`src/rtl/bus_timer.sv`:
```
// Memory-mapped 16-bit interval timer: bus responder with an 8-byte register window and an IRQ source.
// Optional wait-state stretching of bus accesses is built when BUS_TIMER_WAIT_EN is defined.
module bus_timer #(
  parameter logic [15:0] P_BASE = 16'hD000,
  parameter int unsigned P_WAIT = 0
) (
  input  logic        I_clock,
  input  logic        I_reset,
  input  logic        I_phy2,
  input  logic [15:0] I_addr,
  input  logic        I_rdwr,
  input  logic [7:0]  I_wr_data,
  output logic [7:0]  O_rd_data,
  output logic        O_sel,
  output logic        O_ready,
  output logic        O_irq
);

  localparam logic [2:0] LP_OFF_RLD_LO = 3'd0;
  localparam logic [2:0] LP_OFF_RLD_HI = 3'd1;
  localparam logic [2:0] LP_OFF_CNT_LO = 3'd2;
  localparam logic [2:0] LP_OFF_CNT_HI = 3'd3;
  localparam logic [2:0] LP_OFF_CTRL   = 3'd4;
  localparam logic [2:0] LP_OFF_STAT   = 3'd5;

  logic        r_last_phy2;
  logic [7:0]  r_rld_lo;
  logic [7:0]  r_rld_hi;
  logic [15:0] r_cnt;
  logic [7:0]  r_snap;
  logic        r_en;
  logic        r_irq_en;
  logic        r_oneshot;
  logic        r_expired;
  logic        r_irq;

  logic        w_pf;
  logic [2:0]  w_off;
  logic        w_done;
  logic        w_wr;
  logic        w_rd;
  logic        w_expire;
  logic        w_wr_rld_hi;
  logic        w_w1c;

  assign w_pf   = r_last_phy2 & ~I_phy2;
  assign O_sel  = (I_addr[15:3] == P_BASE[15:3]);
  assign w_off  = I_addr[2:0];
  assign w_done = w_pf & O_sel & O_ready;
  assign w_wr   = w_done & ~I_rdwr;
  assign w_rd   = w_done & I_rdwr;

  assign w_expire    = r_en & (r_cnt == 16'd0);
  assign w_wr_rld_hi = w_wr & (w_off == LP_OFF_RLD_HI);
  assign w_w1c       = w_wr & (w_off == LP_OFF_STAT) & I_wr_data[0];

`ifdef BUS_TIMER_WAIT_EN
  // state | meaning
  // IDLE  | r_wcnt == 0, no stretched phase-2 periods taken yet
  // WAIT  | r_wcnt != 0, access held off until r_wcnt reaches P_WAIT
  localparam logic [2:0] LP_WAIT = 3'(P_WAIT);

  logic [2:0] r_wcnt;

  assign O_ready = ~(O_sel & (r_wcnt != LP_WAIT));

  always_ff @(posedge I_clock or posedge I_reset) begin
    if (I_reset) begin
      r_wcnt <= 3'd0;
    end else if (w_pf) begin
      if (!O_sel || O_ready) begin
        r_wcnt <= 3'd0;
      end else begin
        r_wcnt <= r_wcnt + 3'd1;
      end
    end
  end
`else
  localparam logic [2:0] LP_WAIT_UNUSED = 3'(P_WAIT);

  assign O_ready = 1'b1;
`endif

  always_ff @(posedge I_clock or posedge I_reset) begin
    if (I_reset) begin
      r_last_phy2 <= 1'b0;
      r_rld_lo    <= 8'h00;
      r_rld_hi    <= 8'h00;
      r_cnt       <= 16'h0000;
      r_snap      <= 8'h00;
      r_en        <= 1'b0;
      r_irq_en    <= 1'b0;
      r_oneshot   <= 1'b0;
      r_expired   <= 1'b0;
      r_irq       <= 1'b0;
    end else begin
      r_last_phy2 <= I_phy2;
      r_irq       <= r_expired & r_irq_en;

      if (w_pf) begin
        if (r_en) begin
          if (w_expire) begin
            r_cnt <= {r_rld_hi, r_rld_lo};
            if (r_oneshot) begin
              r_en <= 1'b0;
            end
          end else begin
            r_cnt <= r_cnt - 16'd1;
          end
        end

        // Bus writes come after counting so that a same-edge write overrides it.
        if (w_wr) begin
          case (w_off)
            LP_OFF_RLD_LO: r_rld_lo <= I_wr_data;
            LP_OFF_RLD_HI: begin
              r_rld_hi <= I_wr_data;
              r_cnt    <= {I_wr_data, r_rld_lo};
            end
            LP_OFF_CTRL: begin
              r_en      <= I_wr_data[0];
              r_irq_en  <= I_wr_data[1];
              r_oneshot <= I_wr_data[2];
            end
            default: ;
          endcase
        end

        if (w_rd && (w_off == LP_OFF_CNT_LO)) begin
          r_snap <= r_cnt[15:8];
        end

        // EXPIRED priority: reload write clears, then expiry sets, then W1C clears.
        if (w_wr_rld_hi) begin
          r_expired <= 1'b0;
        end else if (w_expire) begin
          r_expired <= 1'b1;
        end else if (w_w1c) begin
          r_expired <= 1'b0;
        end
      end
    end
  end

  always_comb begin
    O_rd_data = 8'h00;
    if (O_sel) begin
      case (w_off)
        LP_OFF_RLD_LO: O_rd_data = r_rld_lo;
        LP_OFF_RLD_HI: O_rd_data = r_rld_hi;
        LP_OFF_CNT_LO: O_rd_data = r_cnt[7:0];
        LP_OFF_CNT_HI: O_rd_data = r_snap;
        LP_OFF_CTRL:   O_rd_data = {5'b00000, r_oneshot, r_irq_en, r_en};
        LP_OFF_STAT:   O_rd_data = {7'b0000000, r_expired};
        default:       O_rd_data = 8'h00;
      endcase
    end
  end

  assign O_irq = r_irq;

endmodule

```
`config.mk`:
```
export PLATFORM = sky130hd
export DESIGN_NAME = bus_timer
export DESIGN_NICKNAME = d
export VERILOG_FILES = /design/src/rtl/bus_timer.sv
export SDC_FILE = /design/constraint.sdc
export NUM_CORES = 1
export LEC_CHECK = 0
export ABC_AREA = 1
export BUFFER_PORTS_ARGS = -buffer_cell sky130_fd_sc_hd__buf_2
export CORE_MARGIN = 2
export CORE_UTILIZATION = 54
export CTS_BUF_LIST = sky130_fd_sc_hd__clkbuf_8
export DETAILED_ROUTE_END_ITERATION = 16
export GPL_TIMING_DRIVEN = 0
export PLACE_DENSITY = 0.78
export SLEW_MARGIN = 15
export SYNTH_ARGS = -nofsm -noshare
export SYNTH_HDL_FRONTEND = slang
export SYNTH_SLANG_ARGS = --single-unit
```
`constraint.sdc`:
```
create_clock -name I_clock -period 1.5 [get_ports I_clock]
set_input_delay 0.225 -clock I_clock [delete_from_list [all_inputs] [get_ports I_clock]]
set_output_delay 0.225 -clock I_clock [all_outputs]
set_load 0.01 [all_outputs]
```
# After elaboration in Yosys (flattened, before gate mapping)
# Cells that the tools add are included.
[word_totals]
register_bits = 46
mem_bits_ro = 0
mem_bits_rw = 0
out_inout_bits = 11
inputBits = 28
memories = 0
latchBits = 0
[classes]
mul = 0
bitwise = 11
order_cmp = 0
div_mod_pow = 0
add_sub_neg = 1
n_reduce_logical = 9
eq_ne = 6
shift = 0
muxes = 14
[op_table]
columns = ["cell", "count"]
rows = [
  ["$mux 16", 4],
  ["$pmux 8 s6", 1],
  ["$logic_not 16->1", 1],
  ["$sub 16x1->16 const B", 1],
  ["$eq 13x13->1 const B", 1],
  ["$and 1x1->1", 9],
  ["$reduce_and 3->1", 3],
  ["$mux 1", 8],
  ["$mux 8", 1],
  ["$eq 3x2->1 const B", 2],
  ["$eq 3x3->1 const B", 2],
  ["$reduce_and 2->1", 2],
  ["$eq 3x1->1 const B", 1],
  ["$logic_not 3->1", 1],
  ["$reduce_bool 3->1", 1],
  ["$not 1->1", 2],
  ["$logic_and 1x1->1", 1],
]

# Longest topological paths before layout
[depth]
ltp_word = 9
ltp_mapped = 11
depth_no_buf = 11

# Worst setup path after synthesis
# Ideal clock, no wire load.
[synth_timing]
path_type = "register -> register"
start = "reg r_cnt[0]"
end = "reg r_cnt[14]"
setup_slack_ps = -145
path_stages_with_launch = 11
t_arrival_ps = 1567
required_ps = 1423
period_less_slack_ps = 1645
cell_sequence = "dfrtp_1 inv_1 ha_1 nand3_1 nor2_2 nand2_1 nor2_4 nand2_1 xor2_1 nand2_1 a21oi_1"
[synth_via]
elab_chain_len = 6
elab_cells_between_ends = 7
classes_between = "1 x add/sub; 4 x mux; 1 x bitwise; 1 x reduce/logical"
[synth_rtl]
columns = ["element", "line_no", "text"]
rows = [
  ["start: declaration", "29", "logic [15:0] r_cnt;"],
  ["start signal: assignment", "103", "r_cnt <= {r_rld_hi, r_rld_lo};"],
  ["start signal: assignment", "108", "r_cnt <= r_cnt - 16'd1;"],
  ["start signal: assignment", "118", "r_cnt <= {I_wr_data, r_rld_lo};"],
  ["branches (longest 2 deep; another with $sub 16x1->16)", "-", ""],
  ["$mux 16 *", "102", "if (w_expire) begin"],
  ["$mux 16 *", "101", "if (r_en) begin"],
  ["$mux 16", "114", "case (w_off)"],
  ["$mux 16 *", "113", "if (w_wr) begin"],
]
# Every way passes the cells marked *.
# A chain may end at the register's enable or synchronous reset.

# Worst setup path in the final report
[layout_timing]
start = "reg r_cnt[8]"
end = "reg r_cnt[11]"
# The elaborated chain is that of the path after synthesis.

==> run metrics <==
#FFs+latches synth=46; placed cells=552; Worst EP arrival=roughly 2.0 ns; top-count cell post-synth=nand2_1; critical path class=reg2reg; DR top layer=met4; Final #Nets=about 570; ys async rst share=between 90% and 100%; final count of hold timing violations=0; TritonCTS clock tree=built; syn_nets=between 400 and 500; PD cells=between 800 and 900 mW/mm²; DR DRC count=0; Critical Path Fanout Max=5; failing checks=negative setup slack; grt total ovfl=0; largest net degree at the start of global routing=27; outcome=finished with violations; n_diodes=0; Ys Warns=0; Final ANT Viol Nets=0; global-route wire length before repair=about 18000 µm; Post-Route WL=between 10000 and 15000 µm; final setup fails=25; Cell variety after synth=42; Starting Density=approximately 56%; DR WL/cell=roughly 20 µm; Clk Latency, worst-skew pair=0.31 ns; Clock Path Buffers=2; routability-driven placement congestion ratio=between 0.9 and 1; Met3 Wirelength=between 1500 and 2000 µm; Port Buf Inserts=37; Crit path required time=between 1.5 and 2 ns; M1 WL=~4400 µm; Critical Path Source Type=flop; via count=roughly 4000; unrepaired setup endpoints after global routing=true; vias per std cell=between 6 and 7; Fmax=around 550 MHz; clk_skew=between 0.01 and 0.015 ns; Synth area leaders=dfrtp_1 37%, nand2_1 14%, nor2_1 7.2%; die area=~0.0063 mm²; pins over their slew limit=0; Die W=between 70 and 80 µm; Most used DFF post-synth=dfrtp_1; Rows=27; Final WS setup=-0.316 ns; Syn Inst Count=between 400 and 500; Netlist Area Pre-Place=approximately 0.0031 mm²; worst reg-to-reg setup slack=-0.32 ns; number of DRC markers in iteration 0=around 730; final critical-path required period=1.82 ns; share of layout cells above drive strength 1=slightly below 40%; CTS Buf Count=5; Place WS=-0.389 ns; syn_area_per_cell=about 7 µm²; sequential share of the synthesized area=a little under two fifths; Yosys top cell by area=dfrtp_1; Area Growth Syn to Fin=41.0%; max-cap viol count=0; GRT Total Usage=approximately 37%; Critical Path End Type=flop; hold crit path type=in2reg; Worst VDD drop=roughly 0.00076 V; Detail Placement HPWL=about 7000 µm; final cell count without fillers=around 600; # H-tree levels=2; synth cell count leaders=117 x nand2_1, 59 x nor2_1, 55 x inv_1, 46 x dfrtp_1, 39 x nand3_1; DR WL met2=approximately 5400 µm; Worst slew margin=approximately 46%; Post-synth EDFFs=0; area share of the largest cell type after synthesis=37.3%; IO Count=39; vias in the first global route=3420; Root Buffer=clkbuf_8; leak pwr=between 2 and 2.5 nW; initial antenna violation count=0; fin crit share=121%; Worst-path clk slew=around 0.10 ns; core area=0.00551 mm²; DRT Pass-1 Iters=7; Filler cells=around 360; Sink Count=46; worst-margin pin slew=between 0.8 and 0.9 ns; Die Ht=79.6 µm
cell type report:
class                      instances  area, µm²  area share (%)
inverter                          58        244            5.60
timing repair buffer              87        668            15.3
clock buffer                       5       68.8            1.58
multi-input combinational        324       1970            45.3
buffer                            14        111            2.56
tap                               72       90.1            2.07
sequential                        46       1160            26.6
clock inverter                     3       41.3           0.948
layout by cell type, fill, tap and decap left out, drive strengths merged, types with 3 or more instances in the layout:
cell type / instances
a21oi: 20
a221oi: 5
a41oi: 5
buf: 95
clkbuf: 10
dfrtp: 46
inv: 56
nand2: 118
nand3: 40
nand4: 12
nor2: 63
nor3: 5
o211ai: 3
o21ai: 33
o22ai: 4
xor2: 4
through the flow:
step	TNS [ns]	area, µm²	util (%)	power, W	hold slack [ns]
after global placement	-32.38	3400	61.7	0.00230	0.351
final	-4.75	4360	79.1	0.00384	0.0527
after CTS	-2.64	4080	74.1	0.00350	0.0430
after detailed placement	-14.52	3420	62.0	0.00232	0.261
after floorplan	-0.0729	3120	-	0.00208	0.256
after global routing	-6.18	4360	79.1	0.00398	0.0534
metal layers:
metal	GRT usage, %	vias to the layer above
met5	0	-
met1	48.8	1787
li1	-	1643
met3	9.28	111
met2	56.6	377
met4	18.6	0
critical path: stages (launching register included):
cell and delay (ns):
dfrtp_2 0.47, nor2_2 0.19, nand2_1 0.12, inv_2 0.12, nand2_2 0.08, nor2_4 0.18, buf_4 0.16, nand3_1 0.08
nand3_1 0.10, nand2_1 0.06, nand2_1 0.06, a21oi_1 0.06
registers in the layout, summed over array words and instances, names as in the netlist:
register / flops
r_cnt: 16
r_en: 1
O_irq: 1
r_irq_en: 1
r_expired: 1
r_last_phy2: 1
r_snap: 8
r_oneshot: 1
r_rld_lo: 8
r_rld_hi: 8
report_power, final:
part	internal [W]	leakage, nW	switching, W	total (W)
sequential	0.00134	0.553	0.000160	0.00150
combinational	0.000573	1.52	0.000813	0.00139
clock	0.000491	0.0556	0.000467	0.000958
path summary, 6_finish.rpt:
check                                from          end  cells after the start
worst max-delay path             r_cnt[8]    r_cnt[11]                     11
max in group asynchronous         I_reset     r_cnt[4]                      4
min in group asynchronous         I_reset  r_rld_hi[0]                      3
worst min-delay path               I_phy2  r_last_phy2                      1
worst max register to register   r_cnt[8]    r_cnt[11]                     11
worst min register to register  r_snap[6]    r_snap[6]                      2
logic make-up after synthesis:
family	after synthesis	synth area share, %
multiplexers	2	0.729
other	1	0.121
AO/OA/AOI/OAI	76	15.0
AND/OR/NAND/NOR	239	34.6
adder cells (fa/ha/maj)	1	0.405
XOR/XNOR	5	1.42
flip-flops	46	37.3
buffers and inverters	72	10.5
what timing repair did:
action / 4_1_cts / 5_1_grt
pin swaps: 25 / 27
setup buffers: 35 / 12
gates resized for setup: 73 / 68
hold endpoints to repair: 20 / 0
hold buffers: 1 / 0
endpoints found under the setup margin: 47 / 43
gates cloned: 1 / 0
Power figures use the tool's default switching activity.
